$ cat src/rtl/serial_subtractor_pkg.sv
// Shared definitions for the bit-serial subtractor: FSM states and default width.
package serial_subtractor_pkg;

    localparam int DEFAULT_SIZE = 8;

    typedef enum logic [1:0] {
        IDLE = 2'd0,
        BUSY = 2'd1,
        DONE = 2'd2
    } state_e;

endpackage

$ cat src/rtl/full_sub_cell.sv
// One-bit full subtractor: d = a - b - bin, bout set when the bit borrows.
module full_sub_cell (
    input  logic a_i,
    input  logic b_i,
    input  logic bin_i,
    output logic d_o,
    output logic bout_o
);

    assign d_o    = a_i ^ b_i ^ bin_i;
    assign bout_o = (~a_i & b_i) | (~(a_i ^ b_i) & bin_i);

endmodule

$ cat src/rtl/serial_subtractor.sv
// Bit-serial a - b - bin, LSB first, one operand pair per valid/ready transaction.
// Handshake: a transfer occurs on a rising edge where valid && ready are both high.
module serial_subtractor
    import serial_subtractor_pkg::*;
#(
    parameter int SIZE = DEFAULT_SIZE
) (
    input  logic            clk,
    input  logic            rst_n,
    input  logic            in_valid,
    output logic            in_ready,
    input  logic [SIZE-1:0] a,
    input  logic [SIZE-1:0] b,
    input  logic            bin,
    output logic            out_valid,
    input  logic            out_ready,
    output logic [SIZE-1:0] diff,
    output logic            bout,
    output logic            ovf,
    output logic [1:0]      dbg_state_o
);

    localparam int CNT_W = $clog2(SIZE);
    localparam logic [CNT_W-1:0] CNT_LAST = CNT_W'(SIZE - 1);

    state_e            state_q;
    logic [SIZE-1:0]   a_q;
    logic [SIZE-1:0]   b_q;
    logic [SIZE-1:0]   res_q;
    logic [SIZE-1:0]   res_d;
    logic              br_q;
    logic [CNT_W-1:0]  cnt_q;
    logic [SIZE-1:0]   diff_q;
    logic              bout_q;
    logic              ovf_q;
    logic              in_ready_q;
    logic              out_valid_q;
    logic              cell_d;
    logic              cell_bout;

    full_sub_cell u_cell (
        .a_i    (a_q[0]),
        .b_i    (b_q[0]),
        .bin_i  (br_q),
        .d_o    (cell_d),
        .bout_o (cell_bout)
    );

    // Result bits arrive LSB first, so they enter at the MSB and shift down.
    assign res_d = {cell_d, res_q[SIZE-1:1]};

    always_ff @(posedge clk or negedge rst_n) begin
        if (!rst_n) begin
            state_q     <= IDLE;
            a_q         <= '0;
            b_q         <= '0;
            res_q       <= '0;
            br_q        <= 1'b0;
            cnt_q       <= '0;
            diff_q      <= '0;
            bout_q      <= 1'b0;
            ovf_q       <= 1'b0;
            in_ready_q  <= 1'b1;
            out_valid_q <= 1'b0;
        end else begin
            case (state_q)
                IDLE: begin
                    if (in_valid && in_ready_q) begin
                        a_q        <= a;
                        b_q        <= b;
                        br_q       <= bin;
                        cnt_q      <= '0;
                        in_ready_q <= 1'b0;
                        state_q    <= BUSY;
                    end
                end
                BUSY: begin
                    a_q   <= a_q >> 1;
                    b_q   <= b_q >> 1;
                    res_q <= res_d;
                    br_q  <= cell_bout;
                    cnt_q <= cnt_q + CNT_W'(1);
                    if (cnt_q == CNT_LAST) begin
                        // br_q is the borrow into the MSB on this final bit.
                        diff_q      <= res_d;
                        bout_q      <= cell_bout;
                        ovf_q       <= br_q ^ cell_bout;
                        out_valid_q <= 1'b1;
                        state_q     <= DONE;
                    end
                end
                DONE: begin
                    if (out_ready) begin
                        out_valid_q <= 1'b0;
                        in_ready_q  <= 1'b1;
                        state_q     <= IDLE;
                    end
                end
                default: begin
                    out_valid_q <= 1'b0;
                    in_ready_q  <= 1'b1;
                    state_q     <= IDLE;
                end
            endcase
        end
    end

    assign in_ready    = in_ready_q;
    assign out_valid   = out_valid_q;
    assign diff        = diff_q;
    assign bout        = bout_q;
    assign ovf         = ovf_q;
    assign dbg_state_o = state_q;

endmodule

$ cat config.mk
export PLATFORM = sky130hd
export DESIGN_NAME = serial_subtractor
export DESIGN_NICKNAME = d
export VERILOG_FILES = /design/src/rtl/serial_subtractor_pkg.sv /design/src/rtl/full_sub_cell.sv /design/src/rtl/serial_subtractor.sv
export SDC_FILE = /design/constraint.sdc
export NUM_CORES = 1
export LEC_CHECK = 0
export CORE_ASPECT_RATIO = 0.5
export CORE_UTILIZATION = 40
export CTS_CLUSTER_SIZE = 30
export DETAILED_ROUTE_END_ITERATION = 8
export GPL_ROUTABILITY_DRIVEN = 0
export PLACE_DENSITY = 0.61
export SLEW_MARGIN = 10
export SYNTH_ARGS = -nofsm -noshare
export SYNTH_HDL_FRONTEND = slang
export SYNTH_SLANG_ARGS = --single-unit
$ cat constraint.sdc
create_clock -name clk -period 2.1 [get_ports clk]
set_input_delay 0.21 -clock clk [delete_from_list [all_inputs] [get_ports clk]]
set_output_delay 0.21 -clock clk [all_outputs]
set_load 0.05 [all_outputs]
**Word-level counts from Yosys, hierarchy flattened**

Cells that the tools add are included.
Widths: inputs -> output; s select.

- Input port bits: 21
- Flip-flop bits (word level): 42
- Output and inout port bits: 14

- Multiplexer cells: 18
- Equal/unequal tests: 6
- Reductions and logical operators: 8
- Bitwise gates (word level): 10
- Add/subtract/negate cells: 1

Operators with widths:

| cell | number |
|---|---|
| $pmux 8 s2 | 2 |
| $mux 8 | 2 |
| $reduce_and 3->1 | 3 |
| $mux 2 | 3 |
| $ne 2x2->1 const B | 3 |
| $pmux 1 s3 | 2 |
| $pmux 2 s3 | 1 |
| $pmux 3 s2 | 1 |
| $mux 1 | 5 |
| $not 1->1 | 4 |
| $reduce_and 2->1 | 2 |
| $add 3x1->3 const B | 1 |
| $eq 3x3->1 const B | 1 |
| $mux 3 | 1 |
| $xor 1x1->1 | 3 |
| $and 1x1->1 | 2 |
| $eq 2x1->1 const B | 1 |
| $eq 2x2->1 const B | 1 |
| $logic_not 2->1 | 1 |
| $pmux 1 s2 | 1 |
| $reduce_bool 2->1 | 1 |
| $logic_and 1x1->1 | 1 |
| $or 1x1->1 | 1 |

**Longest topological paths before layout**

Gate-level depths: netlist of run 1.

- Depth in word-level cells: 5
- Mapped depth: 6

**Modules after synthesis**

A second synthesis of run 1 with hierarchy kept.

- Cell total of the unflattened synthesis: 147
- Area total of the unflattened synthesis: 1886.8 µm²

By module, submodules not included:

| module | area each (µm²) | cells each | instances |
|---|---|---|---|
| serial_subtractor | 1855.5 | 143 | 1 |
| full_sub_cell | 31.3 | 4 | 1 |

**Least setup slack after synthesis of run 1**

No wires, ideal clock.

- Path kind: register to register
- From: register state_q[0] (netlist: dbg_state_o[0])
- To: register a_q[0]
- Path buffers: 2
- Data arrival time: 1673 ps
- Stages on the path, launching flop included: 6
- Clock period less this slack: 1798 ps
- Library setup time: 125 ps
- Path slack: 302 ps
- Cell sequence: dfrtp_1 nor2b_1 buf_6 buf_6 mux2_4 mux2_2

- Cells in the longest elaborated chain, start to end: 3
- Elaborated cells on any way between the ends: 6
- Classes of those cells: eq/ne (2); mux (1); reduce/logical (3)

RTL lines:

| item | RTL line | source |
|---|---|---|
| from (decl) | serial_subtractor.sv:26 | `state_e state_q;` |
| from (signal assigned) | serial_subtractor.sv:54 | `state_q <= IDLE;` |
| from (signal assigned) | serial_subtractor.sv:74 | `state_q <= BUSY;` |
| from (signal assigned) | serial_subtractor.sv:89 | `state_q <= DONE;` |
| $eq 2x1->1 / $logic_not 2->1 (equally long branches) | serial_subtractor.sv:66 | `case (state_q)` |
| $reduce_bool 2->1 (no line) / $ne 2x2->1 (equally long branches) | -- |  |
| $reduce_and 2->1 (no line) | -- |  |
| to (signal assigned) | serial_subtractor.sv:78 | `a_q <= a_q >> 1;` |
| to (decl) | serial_subtractor.sv:27 | `logic [SIZE-1:0] a_q;` |

Parallel ways exist; a longest one is shown, timed or not.
A chain may end at the register's enable or synchronous reset.

**Worst setup path in the final report of run 1**

- From: register state_q[0] (netlist: dbg_state_o[0])
- To: output port dbg_state_o[0]

RTL lines:

| item | RTL line | source |
|---|---|---|
| to (decl) | serial_subtractor.sv:20 | `output logic [1:0] dbg_state_o` |

No word-level cell between the ends.

==> impl_metrics.ini, run 1 <==
[floorplanning]
rows = 17
coreArea_sq_mm = 0.004467
initial_utilization_pct = 42.16
ios = 35
dieArea_sq_mm = 0.005003
die_x_microns = 99.03
die_h_microns = 50.52

[run_status]
status = complete, no violations

[setup_path]
required_ps = 1890
regToRegSetupSlack_ps = 290
setup.worst_path.start_class = register
critPathMaxFanout = 13
cp_slowest_cell = clkdlybuf4s50_1
critical_path.top_delay_family = buffers and inverters
critical_path.cell_chain = clkdlybuf4s50_1
path_buf_inv = 1
worstSetupPathType = register to output port
crit_path_max_incr_delay_ps = 870
cp.arrival_ps = 1740
cp-end-kind = output port

[pwr]
leakage_nw = 1.065
irDropWorstVdd_mv = 0.5702
powerDensity_mw_per_mm2 = 1310

[finish]
multi_input_area_sq_um = 795.8
n_antenna_cell = 0
syn2layout_area_growth_pct = 26.91
fill_cells = 390
nNetsFinal = 203
final-seq-area_sq_mm = 0.001027
mostFrequentLayoutCell = dfrtp_1
drive_above_1_share_pct = 33.89
layout_common_cells = 40 x dfrtp_1, 33 x clkdlybuf4s50_1, 29 x mux2_2

[drt]
first_iter_violations = 33
dr.pass1.iters = 4
drc_errors = 0
wirelength_microns = 3190
routed_via_density = 4.932
wire_per_inst_microns = 13.46
vias = 1169
ant_nets = 0

[synthesis]
seq_area_frac_synth_pct = 54.55
synthesis.area_sq_mm = 0.001883
yosys-top-cells-area = dfrtp_1 53%, mux2_2 17%, mux2_4 10%
avgSynthCellArea_sq_um = 13.74
netlist-cell-type-count = 25
yosysWarnings = 0
synth_cells = 137
ys_ff_latch = 41
yosysTopAreaCell = dfrtp_1
synth_top_area_share_pct = 53.16
synth_fp_nets = 161

[clocking]
cts_buffers = 5
numClockSinks = 41
cts_resized = 0
path_clk_slew_ps = 80
root_buffer = clkbuf_8
ctsHoldBuffers = 1
clockBufferDepth = 2
worstSkewPairLatency_ps = 290
post_cts_buffers = 0
htree_levels = 2
tritoncts = done

[timing]
fin_crit_sh_pct = 93.05
fin_ws_ps = 145.9
setup_viol_count_final = 0
max_freq_mhz = 511.7
hold_viol = 0
rsz0062_at_grt = no
tns_ps = 0
worst_slew_margin_rel_pct = 63.95
max_slew.worst_pin.slew_ps = 540.8
final.setup_skew_ps = 7.121
fin_crit_ps = 1954
slew_viol_final = 0

[global_route]
grt_pass1_wl_microns = 5768
antenna_found_initial = 0
grt_use_total_pct = 15.37
grt-ovfl-total = 0
grt_start_max_net_pins = 25
first_global_vias = 1207

[placement]
port_buffers = 34
post-place-ws_ps = 303.9
dpl.hpwl_microns = 2229

[min_path]
hp-class = input pin to async pin

[run]
max-cap-violations = 0
## state kept, by name, indices dropped and copies added, names as in the netlist
name / flops
cnt_q: 3
in_ready: 1
b_q: 8
bout: 1
dbg_state_o: 2
ovf: 1
res_q: 7
out_valid: 1
a_q: 8
br_q: 1
diff: 8
## worst paths after layout
path,cells past startpoint,endpoint,startpoint
max,1,dbg_state_o[0],dbg_state_o[0]
min,2,dbg_state_o[0],rst_n
max reg2reg,4,b_q[3],dbg_state_o[0]
min reg2reg,2,bout,bout
max in group asynchronous,3,ovf,rst_n
min in group clk,2,bout,bout
## cells by family (layout without fill, tap and decap cells)
kind of cell / Yosys count / count (layout) / share of synthesized area [%]
compound gates: 15 / 15 / 4.385
xor+xnor: 1 / 1 / 0.4652
fa+ha+maj: 3 / 3 / 2.392
buf+inv: 9 / 52 / 3.322
flops: 41 / 41 / 54.55
mux: 44 / 44 / 28.77
simple gates: 24 / 24 / 6.113
## routing by layer
layer | global-route usage, % | vias to the layer above | wire length [microns]
li1 | - | 565 | -
met1 | 21.11 | 580 | 1646
met2 | 22.14 | 19 | 1366
met3 | 5.153 | 5 | 139
met4 | 6.716 | 0 | 38
met5 | 0 | - | 0
## synth_stat cells, drive strengths merged
master	n
mux2	42
dfrtp	40
nand2	13
o21ai	7
a21oi	6
buf	6
nor2	5
and4b	2
ha	2
inv	2
mux2i	2
clkbuf	1
dfstp	1
fa	1
nand2b	1
nand3b	1
nor2b	1
nor3	1
o22a	1
o31a	1
xor2	1
## layout make-up
type / instances / share of cell area (%)
sequential: 41 / 42.98
multi-input combinational: 87 / 33.30
timing repair buffer: 42 / 16.65
tap: 57 / 2.984
clock buffer: 5 / 2.880
clock inverter: 3 / 0.8901
inverter: 2 / 0.3141
## where the power goes
part,internal (mW),switching (mW)
registers,1.12,0.201
clock network,0.236,0.285
logic,0.654,0.631
## through the flow
stage / utilization, % / power [mW] / hold WS (ps) / cell area, sq um / cells
final: 53.50 / 3.130 / 426.8 / 2390 / 237
after global placement: 51.26 / 2.618 / 225.7 / 2290 / 228
after floorplan: - / 2.270 / -85.59 / 1883 / 137
after global routing: 53.50 / 3.364 / 490.5 / 2390 / 237
after CTS: 53.50 / 3.177 / 440.1 / 2390 / 237
after detailed placement: 51.26 / 2.636 / 226.3 / 2290 / 228
No activity file was read; power rests on OpenSTA's default activity.
==> inputs of run 2 (changes only) <==
--- a/config.mk
+++ b/config.mk
@@ -7,6 +7,7 @@
 export LEC_CHECK = 0
 export CORE_ASPECT_RATIO = 0.5
 export CORE_UTILIZATION = 40
+export CTS_BUF_LIST = sky130_fd_sc_hd__clkbuf_8
 export CTS_CLUSTER_SIZE = 30
 export DETAILED_ROUTE_END_ITERATION = 8
 export GPL_ROUTABILITY_DRIVEN = 0
==> results of run 2 <==
Same layout as run 1: the final DEF is identical, and so are final timing and power.
==> inputs of run 3 (changes only) <==
--- a/config.mk
+++ b/config.mk
@@ -11,7 +11,8 @@
 export CTS_CLUSTER_SIZE = 30
 export DETAILED_ROUTE_END_ITERATION = 8
 export GPL_ROUTABILITY_DRIVEN = 0
-export PLACE_DENSITY = 0.61
+export MAX_ROUTING_LAYER = met4
+export PLACE_DENSITY = 0.62
 export SLEW_MARGIN = 10
 export SYNTH_ARGS = -nofsm -noshare
 export SYNTH_HDL_FRONTEND = slang
==> impl_metrics.ini, run 3 (synthesis gave the netlist of run 1 again) <==
[pwr]
power_mw = 3.242
leakage_nw = 1.083
powerDensity_mw_per_mm2 = 1338
irDropWorstVdd_mv = 0.5852

[min_path]
hp-class = input pin to async pin

[placement]
port_buffers = 34
dpl_cell_area_sq_mm = 0.002302
dpl.hpwl_microns = 2208

[setup_path]
worstSetupPathType = register to output port
required_ps = 1890
crit_path_max_incr_delay_ps = 880
critPathMaxFanout = 13
setup.worst_path.start_class = register
path_buf_inv = 1
cp_slowest_cell = clkdlybuf4s50_1
cp-end-kind = output port
critical_path.cell_chain = clkdlybuf4s50_1
critical_path.top_delay_family = buffers and inverters
cp.arrival_ps = 1740

[floorplanning]
die_x_microns = 99.03
die_h_microns = 50.52
ios = 35
rows = 17
dieArea_sq_mm = 0.005003
coreArea_sq_mm = 0.004467
initial_utilization_pct = 42.16

[timing]
tns_ps = 0
rsz0062_at_grt = no
max_slew.worst_pin.slew_ps = 517.7
fin_crit_sh_pct = 92.83
worst_slew_margin_rel_pct = 65.49
final.setup_skew_ps = 9.032
fin_crit_ps = 1949
hold_viol = 0
max_freq_mhz = 513.0
slew_viol_final = 0
hold_slack_ps = 419.0
setup_viol_count_final = 0

[drt]
wirelength_microns = 3199
wire_per_inst_microns = 13.50
ant_nets = 0
vias = 1142
drc_errors = 0
first_iter_violations = 37
dr.pass1.iters = 4
routed_via_density = 4.819

[clocking]
post_cts_buffers = 0
tritoncts = done
path_clk_slew_ps = 80
root_buffer = clkbuf_8
cts_buffers = 5
clockBufferDepth = 2
htree_levels = 2
numClockSinks = 41
worstSkewPairLatency_ps = 290

[global_route]
grt_use_total_pct = 15.28
antenna_found_initial = 0
grt-ovfl-total = 0
met1_usage_pct = 20.05
grt_start_max_net_pins = 24
met3_usage_pct = 3.900
first_global_vias = 1189
grt.busiest_layer = met2
grt_pass1_wl_microns = 5602
met2_usage_pct = 22.96

[finish]
layout_common_cells = 40 x dfrtp_1, 33 x clkdlybuf4s50_1, 29 x mux2_2
mostFrequentLayoutCell = dfrtp_1
utilization_pct = 54.26
n_antenna_cell = 0
nNetsFinal = 203
syn2layout_area_growth_pct = 28.70
final_area_sq_mm = 0.002424
drive_above_1_share_pct = 33.33

[run]
max-cap-violations = 0

[run_status]
status = complete, no violations
run 3: changes by cell type in the layout (fill, tap and decap cells not counted), sizes merged:
cell / delta
clkinvlp: -1
bufinv: +1
run 3: metal layers:
metal / routed length (microns) / vias up / part of all wire [%]
met5: 0 / - / 0
met4: 37 / 0 / 1.2
met3: 107 / 5 / 3.3
met1: 1639 / 558 / 51
li1: - / 560 / -
met2: 1415 / 19 / 44
run 3: final timing paths:
| path | start | end | slack, ps | cells after the start |
|---|---|---|---|---|
| max reg2reg | dbg_state_o[0] | b_q[2] | 260 | 4 |
| min reg2reg | cnt_q[0] | cnt_q[0] | 480 | 1 |
| min | rst_n | out_valid | 420 | 2 |
| min in group clk | cnt_q[0] | cnt_q[0] | 480 | 1 |
| max in group asynchronous | rst_n | diff[5] | 1130 | 3 |
| max | dbg_state_o[0] | dbg_state_o[0] | 150 | 1 |
run 3: worst register-to-register path, cell delays in order (launching register included):
cell	delay (ps)
dfrtp_1	560
nor2b_2	240
buf_4	270
mux2_2	370
mux2_2	270
run 3: area by class of cell:
cell class,instances,area (sq um)
Clock buffer,5,68.82
Clock inverter,3,42.54
Fill cell,387,2043
Inverter,2,7.507
Multi-Input combinational cell,87,795.8
Sequential cell,41,1027
Tap cell,57,71.32
Timing Repair Buffer,42,410.4
run 3: power by group:
group          internal, mW  switching, mW  total (mW)
registers              1.12          0.201        1.33
logic                 0.667          0.629        1.30
clock network         0.352          0.269       0.621
run 3: repair_timing:
action,4_1_cts,5_1_grt
gates resized for setup,0,0
hold endpoints to repair,20,0
hold buffers,1,0
setup endpoints to repair,0,0
run 3: through the flow:
step	setup WS (ps)	instances
2_1_floorplan	302.1	137
3_3_place_gp	374.0	228
3_5_place_dp	292.7	228
4_1_cts	131.4	237
5_1_grt	70.15	237
6_report	150.6	237
